--- config.mk ---
export PLATFORM = sky130hd
export DESIGN_NAME = operand_fetch
export DESIGN_NICKNAME = d
export VERILOG_FILES = /design/src/rtl/operand_fetch.sv
export SDC_FILE = /design/constraint.sdc
export NUM_CORES = 1
export LEC_CHECK = 0
export ABC_AREA = 1
export ABC_CLOCK_PERIOD_IN_PS = 4700
export BUFFER_PORTS_ARGS = -buffer_cell sky130_fd_sc_hd__clkbuf_2
export CAP_MARGIN = 20
export CORE_AREA = 2 2 124 126
export CTS_CLUSTER_SIZE = 10
export DETAILED_ROUTE_END_ITERATION = 8
export DIE_AREA = 0 0 126 128
export PLACE_DENSITY = 0.68
export SYNTH_ARGS = -nofsm -noshare
export SYNTH_HDL_FRONTEND = slang
export SYNTH_SLANG_ARGS = --single-unit
--- constraint.sdc ---
create_clock -name clk -period 4.7 [get_ports clk]
set_clock_uncertainty 0.15 [all_clocks]
set_input_delay 0.235 -clock clk [delete_from_list [all_inputs] [get_ports clk]]
set_output_delay 0.235 -clock clk [all_outputs]
set_load 0.005 [all_outputs]
--- src/rtl/operand_fetch.sv ---
// Operand fetch / write-back sequencer around an external ALU.
// An 8x8 register file feeds the ALU through a four-phase IDLE/FETCH/EXEC/WB cycle.
module operand_fetch #(
    parameter bit ZERO_R0 = 1'b0
) (
    input  logic        clk,
    input  logic        rst_n,
    input  logic [23:0] instr,
    input  logic        instr_valid,
    output logic        instr_ready,
    output logic [7:0]  a1,
    output logic [7:0]  a2,
    output logic [4:0]  control,
    output logic        enable,
    input  logic [7:0]  alu_o,
    input  logic [2:0]  alu_status,
    output logic [2:0]  flags,
    output logic        done,
    input  logic [2:0]  dbg_addr,
    output logic [7:0]  dbg_data
);

    localparam logic [4:0] OP_NOP = 5'b11111;

    typedef enum logic [1:0] {
        IDLE  = 2'd0,
        FETCH = 2'd1,
        EXEC  = 2'd2,
        WB    = 2'd3
    } state_t;

    state_t      state_r;
    logic [4:0]  op_r;
    logic [2:0]  rd_r;
    logic [2:0]  rs1_r;
    logic [2:0]  rs2_r;
    logic        imm_sel_r;
    logic [7:0]  imm_r;
    logic [7:0]  rf_r [8];
    logic [7:0]  a1_r;
    logic [7:0]  a2_r;
    logic [4:0]  control_r;
    logic        enable_r;
    logic        done_r;
    logic [2:0]  flags_r;
    logic        ready_r;
    logic        rf_we_s;
    logic        unused_reserved_s;

    // Register 0 reads as zero when it is hard-wired.
    function automatic logic [7:0] r0_mask(input logic [2:0] addr, input logic [7:0] val);
        if (ZERO_R0 && (addr == 3'd0)) begin
            return 8'h00;
        end else begin
            return val;
        end
    endfunction

    assign unused_reserved_s = instr[8];

    // Write-back enable: real ops only, and never into a hard-wired register 0.
    always_comb begin
        rf_we_s = 1'b0;
        if ((state_r == WB) && (op_r != OP_NOP) && !(ZERO_R0 && (rd_r == 3'd0))) begin
            rf_we_s = 1'b1;
        end else begin
            rf_we_s = 1'b0;
        end
    end

    // Register file storage; cleared by reset, written only at the end of WB.
    always_ff @(posedge clk or negedge rst_n) begin
        if (!rst_n) begin
            for (int i = 0; i < 8; i++) begin
                rf_r[i] <= 8'h00;
            end
        end else if (rf_we_s) begin
            rf_r[rd_r] <= alu_o;
        end
    end

    // Sequencer and all registered outputs; enable and done are set on entry to their phase.
    always_ff @(posedge clk or negedge rst_n) begin
        if (!rst_n) begin
            state_r   <= IDLE;
            op_r      <= 5'd0;
            rd_r      <= 3'd0;
            rs1_r     <= 3'd0;
            rs2_r     <= 3'd0;
            imm_sel_r <= 1'b0;
            imm_r     <= 8'h00;
            a1_r      <= 8'h00;
            a2_r      <= 8'h00;
            control_r <= 5'd0;
            enable_r  <= 1'b0;
            done_r    <= 1'b0;
            flags_r   <= 3'b000;
            ready_r   <= 1'b1;
        end else begin
            case (state_r)
                IDLE: begin
                    if (instr_valid) begin
                        op_r      <= instr[23:19];
                        rd_r      <= instr[18:16];
                        rs1_r     <= instr[15:13];
                        rs2_r     <= instr[12:10];
                        imm_sel_r <= instr[9];
                        imm_r     <= instr[7:0];
                        ready_r   <= 1'b0;
                        state_r   <= FETCH;
                    end else begin
                        ready_r   <= 1'b1;
                        state_r   <= IDLE;
                    end
                end
                FETCH: begin
                    a1_r      <= r0_mask(rs1_r, rf_r[rs1_r]);
                    a2_r      <= imm_sel_r ? imm_r : r0_mask(rs2_r, rf_r[rs2_r]);
                    control_r <= op_r;
                    enable_r  <= (op_r != OP_NOP);
                    state_r   <= EXEC;
                end
                EXEC: begin
                    enable_r <= 1'b0;
                    done_r   <= 1'b1;
                    state_r  <= WB;
                end
                WB: begin
                    if (op_r != OP_NOP) begin
                        flags_r <= alu_status;
                    end else begin
                        flags_r <= flags_r;
                    end
                    done_r  <= 1'b0;
                    ready_r <= 1'b1;
                    state_r <= IDLE;
                end
                default: begin
                    enable_r <= 1'b0;
                    done_r   <= 1'b0;
                    ready_r  <= 1'b1;
                    state_r  <= IDLE;
                end
            endcase
        end
    end

    assign instr_ready = ready_r;
    assign a1          = a1_r;
    assign a2          = a2_r;
    assign control     = control_r;
    assign enable      = enable_r;
    assign done        = done_r;
    assign flags       = flags_r;
    assign dbg_data    = r0_mask(dbg_addr, rf_r[dbg_addr]);

endmodule

# ---- After elaboration in Yosys (flattened, before gate mapping)
# Cells that the tools add are included.
dict set report totals {
  reg_bits 116
  input_bits 41
  out_inout_bits 35
  elab_cells 63
}
dict set report classes {
  order_cmp 5
  eq_ne 4
  n_mux 20
  bitwise 4
  reduce_logical 8
}
# op count
set ops {}
lappend ops {{8-bit binary-select mux with 3-bit select} 3}
lappend ops {{64-bit bitwise mux} 1}
lappend ops {{8-bit two-way mux} 8}
lappend ops {{8-bit demux with 3-bit select} 1}
lappend ops {{4-bit greater-or-equal comparator, second input constant} 4}
lappend ops {{3-bit NOT with 4-bit output} 4}
lappend ops {{2-bit one-hot mux with 4 select lines} 1}
lappend ops {{1-bit one-hot mux with 2 select lines} 3}
lappend ops {{2-bit nonzero test} 3}
lappend ops {{5-bit inequality test, second input constant} 1}
lappend ops {{2-bit equality test, second input constant} 2}
lappend ops {{4-bit by 1-bit < comparator with 1-bit output, second input constant} 1}
lappend ops {{2-bit AND reduction} 2}
lappend ops {{1-bit two-way mux} 3}
lappend ops {{2-bit by 1-bit equality test with 1-bit output, second input constant} 1}
lappend ops {{1-bit logical AND} 2}
lappend ops {{2-bit zero test} 1}

# ---- Depth between registers and ports, before layout
# Gate-level depths: netlist (run 1).
dict set report depth {
  depth_word 6
  ltp_mapped 10
  depth_no_buf 8
}

# ---- Worst setup path before layout (run 1)
# OpenSTA, ideal clock, no wires.
dict set report synth_path {
  kind {reg-to-reg}
  from {register state_r[0]}
  to {register op_r[1]}
  setup_time_ns 0.125
  arrival_time_ns 1.308
  required_ns 4.425
  slack_ns 3.118
  path_stages_with_launch 6
  path_buffers 1
  period_less_slack_ns 1.582
  path_cell_list {dfrtp_1 > inv_1 > ha_1 > nand2_2 > buf_2 > mux2_2}
}
dict set report synth_via {
  elab_chain_len 2
}
# item line_no
set synth_rtl {}
lappend synth_rtl {{start: declaration} 32} ;# state_t state_r;
lappend synth_rtl {{start signal: assignment} 85} ;# state_r <= IDLE;
lappend synth_rtl {{start signal: assignment} 110} ;# state_r <= FETCH;
lappend synth_rtl {{start signal: assignment} 113} ;# state_r <= IDLE;
lappend synth_rtl {{2-bit zero test} 100} ;# case (state_r)
lappend synth_rtl {{2-bit AND reduction (no line)} -}
lappend synth_rtl {{end signal: assignment} 103} ;# op_r <= instr[23:19];
lappend synth_rtl {{end: declaration} 33} ;# logic [4:0] op_r;
# Every way passes these cells.
# A chain may end at the register's enable or synchronous reset.

# ---- Worst setup path after layout (run 1)
dict set report layout_path {
  from {input dbg_addr[0]}
  to {output dbg_data[5]}
}
dict set report layout_via {
  elab_chain_len 4
}
# item line_no
set layout_rtl {}
lappend layout_rtl {{start: declaration} 19} ;# input logic [2:0] dbg_addr,
lappend layout_rtl {{3-bit NOT with 4-bit output (implied by the code)} 155} ;# assign dbg_data = r0_mask(dbg_addr, rf_r[dbg_addr]);
lappend layout_rtl {{8-bit binary-select mux with 3-bit select} 155}
lappend layout_rtl {{8-bit two-way mux (implied by the code) (2 in a row)} 155}
lappend layout_rtl {{end: declaration} 20} ;# output logic [7:0] dbg_data
# Every way passes these cells. The select of a mux whose other input is x is not followed.

==> results summary, run 1 <==
The number of vias after detailed routing came out at 6234. Traced cell by cell, the critical path runs through clkbuf_2 > inv_2 > o21ai_0 > nand2_1 > o21a_1 > clkbuf_2. The number of instances in the synthesized netlist is 879. The overall die height came out at 128 microns. The worst hold path belongs to the class in2reg. The number of buffers between clock root and the deepest sink is 2. Entering global routing, the biggest net connects 74 pins. The sum of overflow across all layers after global routing came out at 0.

sky130_fd_sc_hd__dfrtp_1 takes more of the synthesized area than any other cell. The floorplan step defined a die boundary enclosing 16100 sq um. The peak ir drop on the vdd network is 0.333 mV. The post-synthesis adder-cell area fraction came out at 0.961%. Averaged over all synthesized cells, the footprint is 7.40 sq um. The I/O pin count is 76. The most frequent cell after synthesis is sky130_fd_sc_hd__nand2_1.

The post-synthesis instance area is 6510 sq um. The number of enable-type register cells in the synthesized netlist is 0. The filler cells instantiated in the layout total 1470. In this run the static leakage power is 3.92 nW.

The worst setup margin is 2.31 ns. The depth of the worst register-to-register path is 5. The sum of buffers and inverters on the critical path came out at 3. Dividing total power by cell area gives a power density of 717 nW/um^2. The sequential cell area fraction in the yosys report came out at 44.6%. The commonest cells after synthesis are sky130_fd_sc_hd__nand2_1 (278), sky130_fd_sc_hd__nand3_1 (148), sky130_fd_sc_hd__dfrtp_1 (115), sky130_fd_sc_hd__a21oi_1 (65), sky130_fd_sc_hd__inv_1 (60). The number of cells traversed by the worst hold path is 3. During synthesis, Yosys emitted a total of 0 warnings.

Among all flip-flop cells after synthesis, the most frequent one is sky130_fd_sc_hd__dfrtp_1. Once layout is done, the placed cells without fillers occupy 7730 sq um. The start point of the worst hold path is alu_o[5].

The ratio of routed vias to standard cells is 5.43. The share of cell area taken by muxes after synthesis is 1.73%. The placeable core region is 14900 sq um. The insertion delay of the later-clocked pin in the worst-skew pair is 0.44 ns. The startpoint of the worst register-to-register path is rs2_r[2]$_DFFE_PN0P_. The number of hold buffers added after CTS came out at 29.

The final critical-path share of the clock period came out at 50.8%. Once placement finished, the instance area stood at 6810 sq um. The violation count after the first detailed-routing iteration is 738.

The HPWL reported at the end of detailed placement is 11900 microns. The fraction of the mapped netlist area in simple logic gates came out at 31.8%. The endpoint of the worst-slack reg-to-reg timing path is a2[7]$_DFFE_PN0N_. At the pin with the least slew margin, the transition time is 0.951 ns. In the post-synthesis netlist, the biggest area contributors are sky130_fd_sc_hd__dfrtp_1 (44%), sky130_fd_sc_hd__nand2_1 (16%), sky130_fd_sc_hd__nand3_1 (11%). The distinct cell type count after synthesis came out at 26. The detail-routed net length per standard cell came out at 17.0 microns.

The number of nets in the synthesized netlist is 925. The fraction of post-synthesis cell area in the top cell type by area is 44.2%. The clock tree root driver cell is sky130_fd_sc_hd__clkbuf_16. The first global-routing pass estimated 31100 microns of wire. The share of the synthesized netlist area taken by xor and xnor gates came out at 0%. By instance count, the cell type seen most on the critical path is sky130_fd_sc_hd__clkbuf_2. The worst hold path terminates at rf_r[21]$_DFFE_PN0P_.

At the end of the flow the core is filled with cells to 52.0%. The arrival time of the worst setup path is 2.00 ns. The net count of the finished layout is 994.

The TritonCTS clock tree is built. Setup repair after global routing left no endpoint under its margin. On the worst path, the slowest cell contributes a delay of 0.61 ns.

The setup slack on the worst flop-to-flop path is 2.42 ns. The maximum fanout encountered on the critical timing path is 41. The number of hold-slack violations in the final timing report came out at 0. In the routed design, unresolved DRC markers number 0. The total negative slack for setup checks came out at 0 ns.

The fraction of final layout cells sized beyond drive strength 1 came out at 14.9%. The H-tree was split into 4 levels. The horizontal die dimension came out at 126 microns. The critical path startpoint category is a primary input. The number of maximum-capacitance violations came out at 0. Buffers added to address setup during post-CTS repair amount to 0. The area added between synthesis and finish is 18.7%. In the synthesized netlist the async set-or-reset flop fraction comes to 100%. Setup violations remaining at the end of the flow were counted as 0. Before CTS, the worst setup slack after placement is 2.39 ns. The post-synthesis register bit count came out at 116. The category of the critical setup timing path is in2out. The slowest stage of the critical path belongs to the cell sky130_fd_sc_hd__clkbuf_2. The required time of the worst setup path is 4.32 ns.

After synthesis, the largest family of logic cells by area is simple AND/OR/NAND/NOR gates. The first detailed-routing pass ran for 6 iterations. The relative slew slack is 36.6%. Summing the areas of all compound-gate instances in the mapped netlist gives 11.8% of the synthesized area.

The post-cts gate resize count came out at 0. The number of antenna violations at the first check in global routing was 0. Counting the buffers created by CTS gives 17. On the critical path the largest part of the delay comes from buffers and inverters.

The run finished with clean final reports. The clock-pin slew reported for the worst setup and hold paths after clock tree synthesis came out at 0.06 ns. The final-report max-slew violation count came out at 0. The number of inserted diodes is 0. The aggregate routed wire length is 19500 microns. The smallest clock period supported by the final layout is computed as 2.39 ns. The placement row count came out at 45. During placement, the flow inserted port buffers numbering 74. For this configuration, the core starts out at a cell density of 43.8%. Once detail routing completed, the nets flagged for antenna violations numbered 0. The number of global-route vias before repair is 5847.

The maximum clock rate is 419 MHz. The routability congestion estimate from global placement came out at 0.866. The capturing element type of the critical path is an output pin. The global router's overall resource usage came out at 25.2%. The clock net in this run drives a total of 116 sinks.
## final cells by class
cell class / count / area (sq um) / share of cell area (%)
Multi-Input combinational cell: 636 / 3010 / 38.9
Tap cell: 188 / 235 / 3.04
Sequential cell: 116 / 2900 / 37.6
Clock inverter: 14 / 155 / 2.01
Timing Repair Buffer: 109 / 728 / 9.43
Clock buffer: 18 / 439 / 5.68
Inverter: 68 / 255 / 3.30
## sequential cells by signal, summed over array words and instances, names as in the netlist, 3 cells and up
signal,cells
control,5
imm_r,8
a2,8
rf_r,64
rd_r,3
rs2_r,3
flags,3
rs1_r,3
op_r,5
a1,8
## cell families (layout without fill, tap and decap cells)
logic type / after synthesis / count (layout)
flip-flops: 116 / 116
buffers and inverters: 127 / 209
adder cells (fa/ha/maj): 5 / 5
multiplexers: 10 / 10
AO/OA/AOI/OAI: 143 / 143
AND/OR/NAND/NOR: 478 / 478
## worst reg2reg max path, delay by kind of cell (launching register included)
kind / cells / cell delay (ns)
buffers and inverters: 1 / 0.53
and+or+nand+nor: 3 / 0.49
DFF: 1 / 0.90
AOI/OAI and AO/OA: 1 / 0.09
## layer usage
metal	track usage, %	vias to the layer above	wire length [microns]
li1	-	3019	-
met1	32.1	2885	8180
met2	41.0	272	9320
met3	5.01	58	1300
met4	12.9	0	686
met5	0	-	0
## where the power goes
| group | switching (W) | internal [W] |
|---|---|---|
| Sequential | 0.000496 | 0.00149 |
| Combinational | 0.00144 | 0.000816 |
| Clock | 0.000503 | 0.000797 |
| Total | 0.00244 | 0.00311 |
## stage by stage
step	hold slack, ns	instances	power (W)
after floorplan	-0.211	879	0.00353
after global placement	0.280	1087	0.00412
after detailed placement	0.280	1087	0.00416
after CTS	0.00406	1148	0.00549
after global routing	0.0262	1149	0.00598
final	0.0101	1149	0.00554
## worst max path at each step
stage | slack (ns) | from | depth (start not counted) | to
after floorplan | 3.12 | state_r[0]$_DFF_PN0_ | 5 | op_r[1]$_DFFE_PN0P_
after global placement | 2.39 | dbg_addr[0] | 7 | dbg_data[4]
after detailed placement | 2.39 | dbg_addr[0] | 7 | dbg_data[6]
after CTS | 2.35 | dbg_addr[0] | 6 | dbg_data[5]
after global routing | 2.17 | dbg_addr[0] | 7 | dbg_data[5]
final | 2.31 | dbg_addr[0] | 6 | dbg_data[5]
## layout by cell type, fill, tap and decap left out
| master | netlist | routed |
|---|---|---|
| sky130_fd_sc_hd__clkinv_4 | 0 | 4 |
| sky130_fd_sc_hd__ha_1 | 5 | 5 |
| sky130_fd_sc_hd__o211ai_1 | 16 | 16 |
| sky130_fd_sc_hd__o21a_1 | 4 | 4 |
| sky130_fd_sc_hd__clkbuf_16 | 0 | 17 |
| sky130_fd_sc_hd__nor2_2 | 3 | 3 |
| sky130_fd_sc_hd__buf_16 | 0 | 1 |
| sky130_fd_sc_hd__dfrtp_1 | 115 | 115 |
| sky130_fd_sc_hd__mux2_2 | 10 | 10 |
| sky130_fd_sc_hd__nand3_1 | 148 | 148 |
| sky130_fd_sc_hd__inv_1 | 60 | 60 |
| sky130_fd_sc_hd__nor2_8 | 2 | 2 |
| sky130_fd_sc_hd__clkinvlp_4 | 0 | 5 |
| sky130_fd_sc_hd__clkinv_2 | 0 | 1 |
| sky130_fd_sc_hd__o21ai_0 | 52 | 52 |
| sky130_fd_sc_hd__bufinv_16 | 0 | 2 |
| sky130_fd_sc_hd__o21ai_1 | 5 | 5 |
| sky130_fd_sc_hd__nand4_4 | 1 | 1 |
| sky130_fd_sc_hd__buf_4 | 0 | 6 |
| sky130_fd_sc_hd__clkbuf_2 | 1 | 73 |
| sky130_fd_sc_hd__nand2_4 | 1 | 1 |
| sky130_fd_sc_hd__inv_6 | 0 | 2 |
| sky130_fd_sc_hd__inv_2 | 4 | 4 |
| sky130_fd_sc_hd__a21oi_1 | 65 | 65 |
| sky130_fd_sc_hd__clkinv_1 | 4 | 4 |
| sky130_fd_sc_hd__a31oi_1 | 1 | 1 |
| sky130_fd_sc_hd__dlygate4sd3_1 | 0 | 29 |
| sky130_fd_sc_hd__clkbuf_8 | 0 | 1 |
| sky130_fd_sc_hd__nand2_2 | 9 | 9 |
| sky130_fd_sc_hd__nor2_1 | 36 | 36 |
| sky130_fd_sc_hd__nand2_1 | 278 | 278 |
| sky130_fd_sc_hd__dfstp_2 | 1 | 1 |
Note: power is estimated with default switching activity, not from simulation.
==> run 2, diff against run 1 <==
Settings changed: ABC_CLOCK_PERIOD_IN_PS 4700 to 2100, PLACE_DENSITY 0.68 to 0.7.
Clock period 4.7 ns to 2.1 ns, I/O delays scaled along.
==> run 2 against run 1 <==
  * Die area stayed put
  * Critical path depth stayed put
  * Setup slack worse by 2.0 ns
  * First-iteration DRC count is 3.3% lower
  * Core utilization is 2.1 points higher
  * Sequential share of layout area is 1.4 points lower
  * Highest routed layer unchanged
==> results summary, run 2 (synthesis gave the netlist of run 1 again) <==
The flow ran to the end, and the final reports show no timing, DRC or antenna violations. Prior to clock tree synthesis, the placed netlist has a worst setup slack of 0.363 ns. The power spent charging and discharging nets is 0.00547 W.

In this run the remaining antenna-violating nets after routing total 0. The register with the most flip-flops in the final layout is rf_r. The clock tree root driver cell is sky130_fd_sc_hd__clkbuf_16. The initial core utilization is 43.8%. The static leakage is 4.10 nW.

The TritonCTS clock tree is built. The HPWL reported at the end of detailed placement is 13100 microns. Across all hold checks on the routed design, the worst slack comes to 0.0797 ns. The ratio of routed vias to standard cells came out at 5.40.

The number of buffers added on ports is 74. The total negative slack for setup checks came out at 0 ns. The arrival time of the worst setup path is 1.52 ns.

In the layout the commonest cells are sky130_fd_sc_hd__nand2_1 (278), sky130_fd_sc_hd__nand3_1 (148), sky130_fd_sc_hd__dfrtp_1 (115). The register with the most flip-flops in the layout has 64 of them. The number of hold-slack violations in the final timing report came out at 0. For this block, the initial DRC count from the detailed router was 714.

For this block, the routed nets add up to 20100 microns of wire. The maximum number of pins on one net before global-route repair is 45. The sum of overflow across all layers after global routing is 0. The number of inserted diodes is 0. The most critical setup path has its endpoint at dbg_data[6]. The placeable core region came out at 14900 sq um.

The area added between synthesis and finish came out at 23.4%. The cell area reported after detailed placement came out at 7050 sq um. For this run, the slowest stage of the critical path takes 0.35 ns. The slowest stage of the critical path belongs to the cell sky130_fd_sc_hd__dfrtp_1. The final instance area came out at 8030 sq um. Dividing total power by cell area gives a power density of 1600 nW/um^2. The peak ir drop on the vdd network is 0.708 mV. The final critical-path share of the clock period is 84.5%. The signal on the critical path passes through inv_1 > a21oi_1 > o21ai_0 > nand3_1 > o21a_1 > clkbuf_2. Once routing completed, OpenROAD measured the worst setup slack at 0.325 ns. The sum of buffers and inverters on the critical path is 2.

The number of H-tree levels came out at 4. The wire length of the first global-routing pass came out at 32000 microns. By startpoint and endpoint, the worst setup path is classified as reg2out.

The area of the die is 16100 sq um. In this run the core area contains 45 standard-cell rows. Tracing the worst setup path back leads to its startpoint at rf_r[22]$_DFFE_PN0P_. Setup repair after global routing left no endpoint under its margin. The logic depth of the worst path, buffers included is 6. For this block, the via count after detailed routing is 6393. Cells with a size suffix above 1 make up 17.0% of the layout. After detailed routing, the average wire length per cell comes to 17.0 microns. The global router's overall resource usage came out at 25.6%. In this run the critical register-to-register path is launched from state_r[0]$_DFF_PN0_.

Max-cap violations in this run came to 0. The I/O pin count is 76. The count of unresolved DRC violations after routing is 0.

The final net count is 1028. The horizontal die dimension came out at 126 microns. The final-report max-slew violation count is 0.

The endpoint of the worst-slack reg-to-reg timing path is rf_r[6]$_DFFE_PN0P_. The most frequent standard cell in the layout excluding fill and tap cells is sky130_fd_sc_hd__nand2_1. The number of sinks on the clock net is 116.

The fill cell total of the finished layout is 1435. STA classifies the critical path endpoint as an output pin. The critical path startpoint category is a flip-flop. The switching share of power is 42.7%. The clock period minus final worst setup slack is 1.78 ns.

Across the whole layout, storage elements account for 2900 sq um. At the worst endpoint, the required time is 1.85 ns. The insertion delay of the later-clocked pin in the worst-skew pair is 0.42 ns. The total power is 0.0128 W. The number of global-route vias before repair is 6147. The depth of the worst register-to-register path is 6.

The routability congestion estimate from global placement is 0.855. The maximum fanout encountered on the critical timing path is 3. The maximum clock rate is 563 MHz. The cell type group with the largest total delay on the critical path is compound AO/OA/AOI/OAI gates.

The total clock buffers created by CTS is 17. The footprint of the multi-input gates is 3010 sq um. The transition time at the pin with the least slew margin came out at 0.579 ns. The first-pass iteration count of the detailed router is 5. The part of the power in combinational logic is 43.6%. The overall die height is 128 microns. The internal power of the cells came out at 0.00735 W. The register share of total power came out at 32.8%. The setup slack on the worst flop-to-flop path is 0.35 ns. The path class of the tightest hold or removal check is in2async. Setup violations remaining at the end of the flow were counted as 0. The relative slew slack is 61.3%. The number of buffers between clock root and the deepest sink is 2.

The clock-pin slew reported for the worst setup and hold paths after clock tree synthesis is 0.06 ns. The number of antenna violations at the first check in global routing is 0. The power share of the clock group came out at 23.6%.
-- run 2: cell types whose count changed in the layout (fill, tap and decap cells not counted), sizes merged --
cell / delta
buf: +27
bufinv: +1
clkbuf: +3
clkinv: -1
clkinvlp: -1
dlygate4sd3: +7
inv: -2
-- run 2: metal layers --
metal | share of wire [%] | GRT usage [%] | up-vias
li1 | - | - | 3090
met1 | 41 | 32.7 | 2978
met2 | 48 | 40.8 | 270
met3 | 7.2 | 4.63 | 55
met4 | 4.2 | 14.8 | 0
met5 | 0 | 0 | -
-- run 2: worst reg2reg max path: cells and delay by family (launching register included) --
family / cells / cell delay, ns
adder cells (fa/ha/maj): 1 / 0.24
flip-flops: 1 / 0.39
AND/OR/NAND/NOR: 5 / 0.87
-- run 2: worst min-delay path by stage --
stage                     start              endpoint  slack [ns]  cells after the start
final                     rst_n   rd_r[0]$_DFFE_PN0P_        0.08                      2
after global routing      rst_n   rd_r[0]$_DFFE_PN0P_        0.10                      2
after CTS                 rst_n   rd_r[0]$_DFFE_PN0P_        0.06                      2
after detailed placement  rst_n  rf_r[12]$_DFFE_PN0P_       -0.03                      1
after global placement    rst_n  rf_r[20]$_DFFE_PN0P_       -0.03                      1
after floorplan           rst_n     a1[0]$_DFFE_PN0N_       -0.34                      0
-- run 2: cell type report --
| cell class | count | share of cell area, % |
|---|---|---|
| repair buffers | 143 | 12.5 |
| multi-input cells | 636 | 37.5 |
| clock inverters | 11 | 1.89 |
| well taps | 188 | 2.93 |
| clock buffers | 21 | 5.86 |
| flip-flops and latches | 116 | 36.2 |
| inverters | 68 | 3.18 |
-- run 2: power groups by stage --
| stage | Combinational, W | Clock, W | Sequential (W) |
|---|---|---|---|
| global route | 0.00629 | 0.00316 | 0.00434 |
| finish | 0.00559 | 0.00302 | 0.00421 |
| detailed placement | 0.00544 | 0 | 0.00420 |
| floorplan | 0.00388 | 0 | 0.00402 |
| global placement | 0.00534 | 0 | 0.00418 |
| CTS | 0.00555 | 0.00305 | 0.00418 |
-- run 2: timing repair --
item / in CTS / in global routing
endpoints found under the hold margin: 207 / 0
gates resized for setup: 0 / 0
setup buffers: 0 / 0
hold buffers: 36 / 0
setup endpoints to repair: 0 / 0
-- run 2: stage by stage --
stage,utilization [%],cells
after floorplan,-,879
after global placement,47.4,1115
after detailed placement,47.4,1115
after CTS,54.0,1183
after global routing,54.0,1183
final,54.0,1183
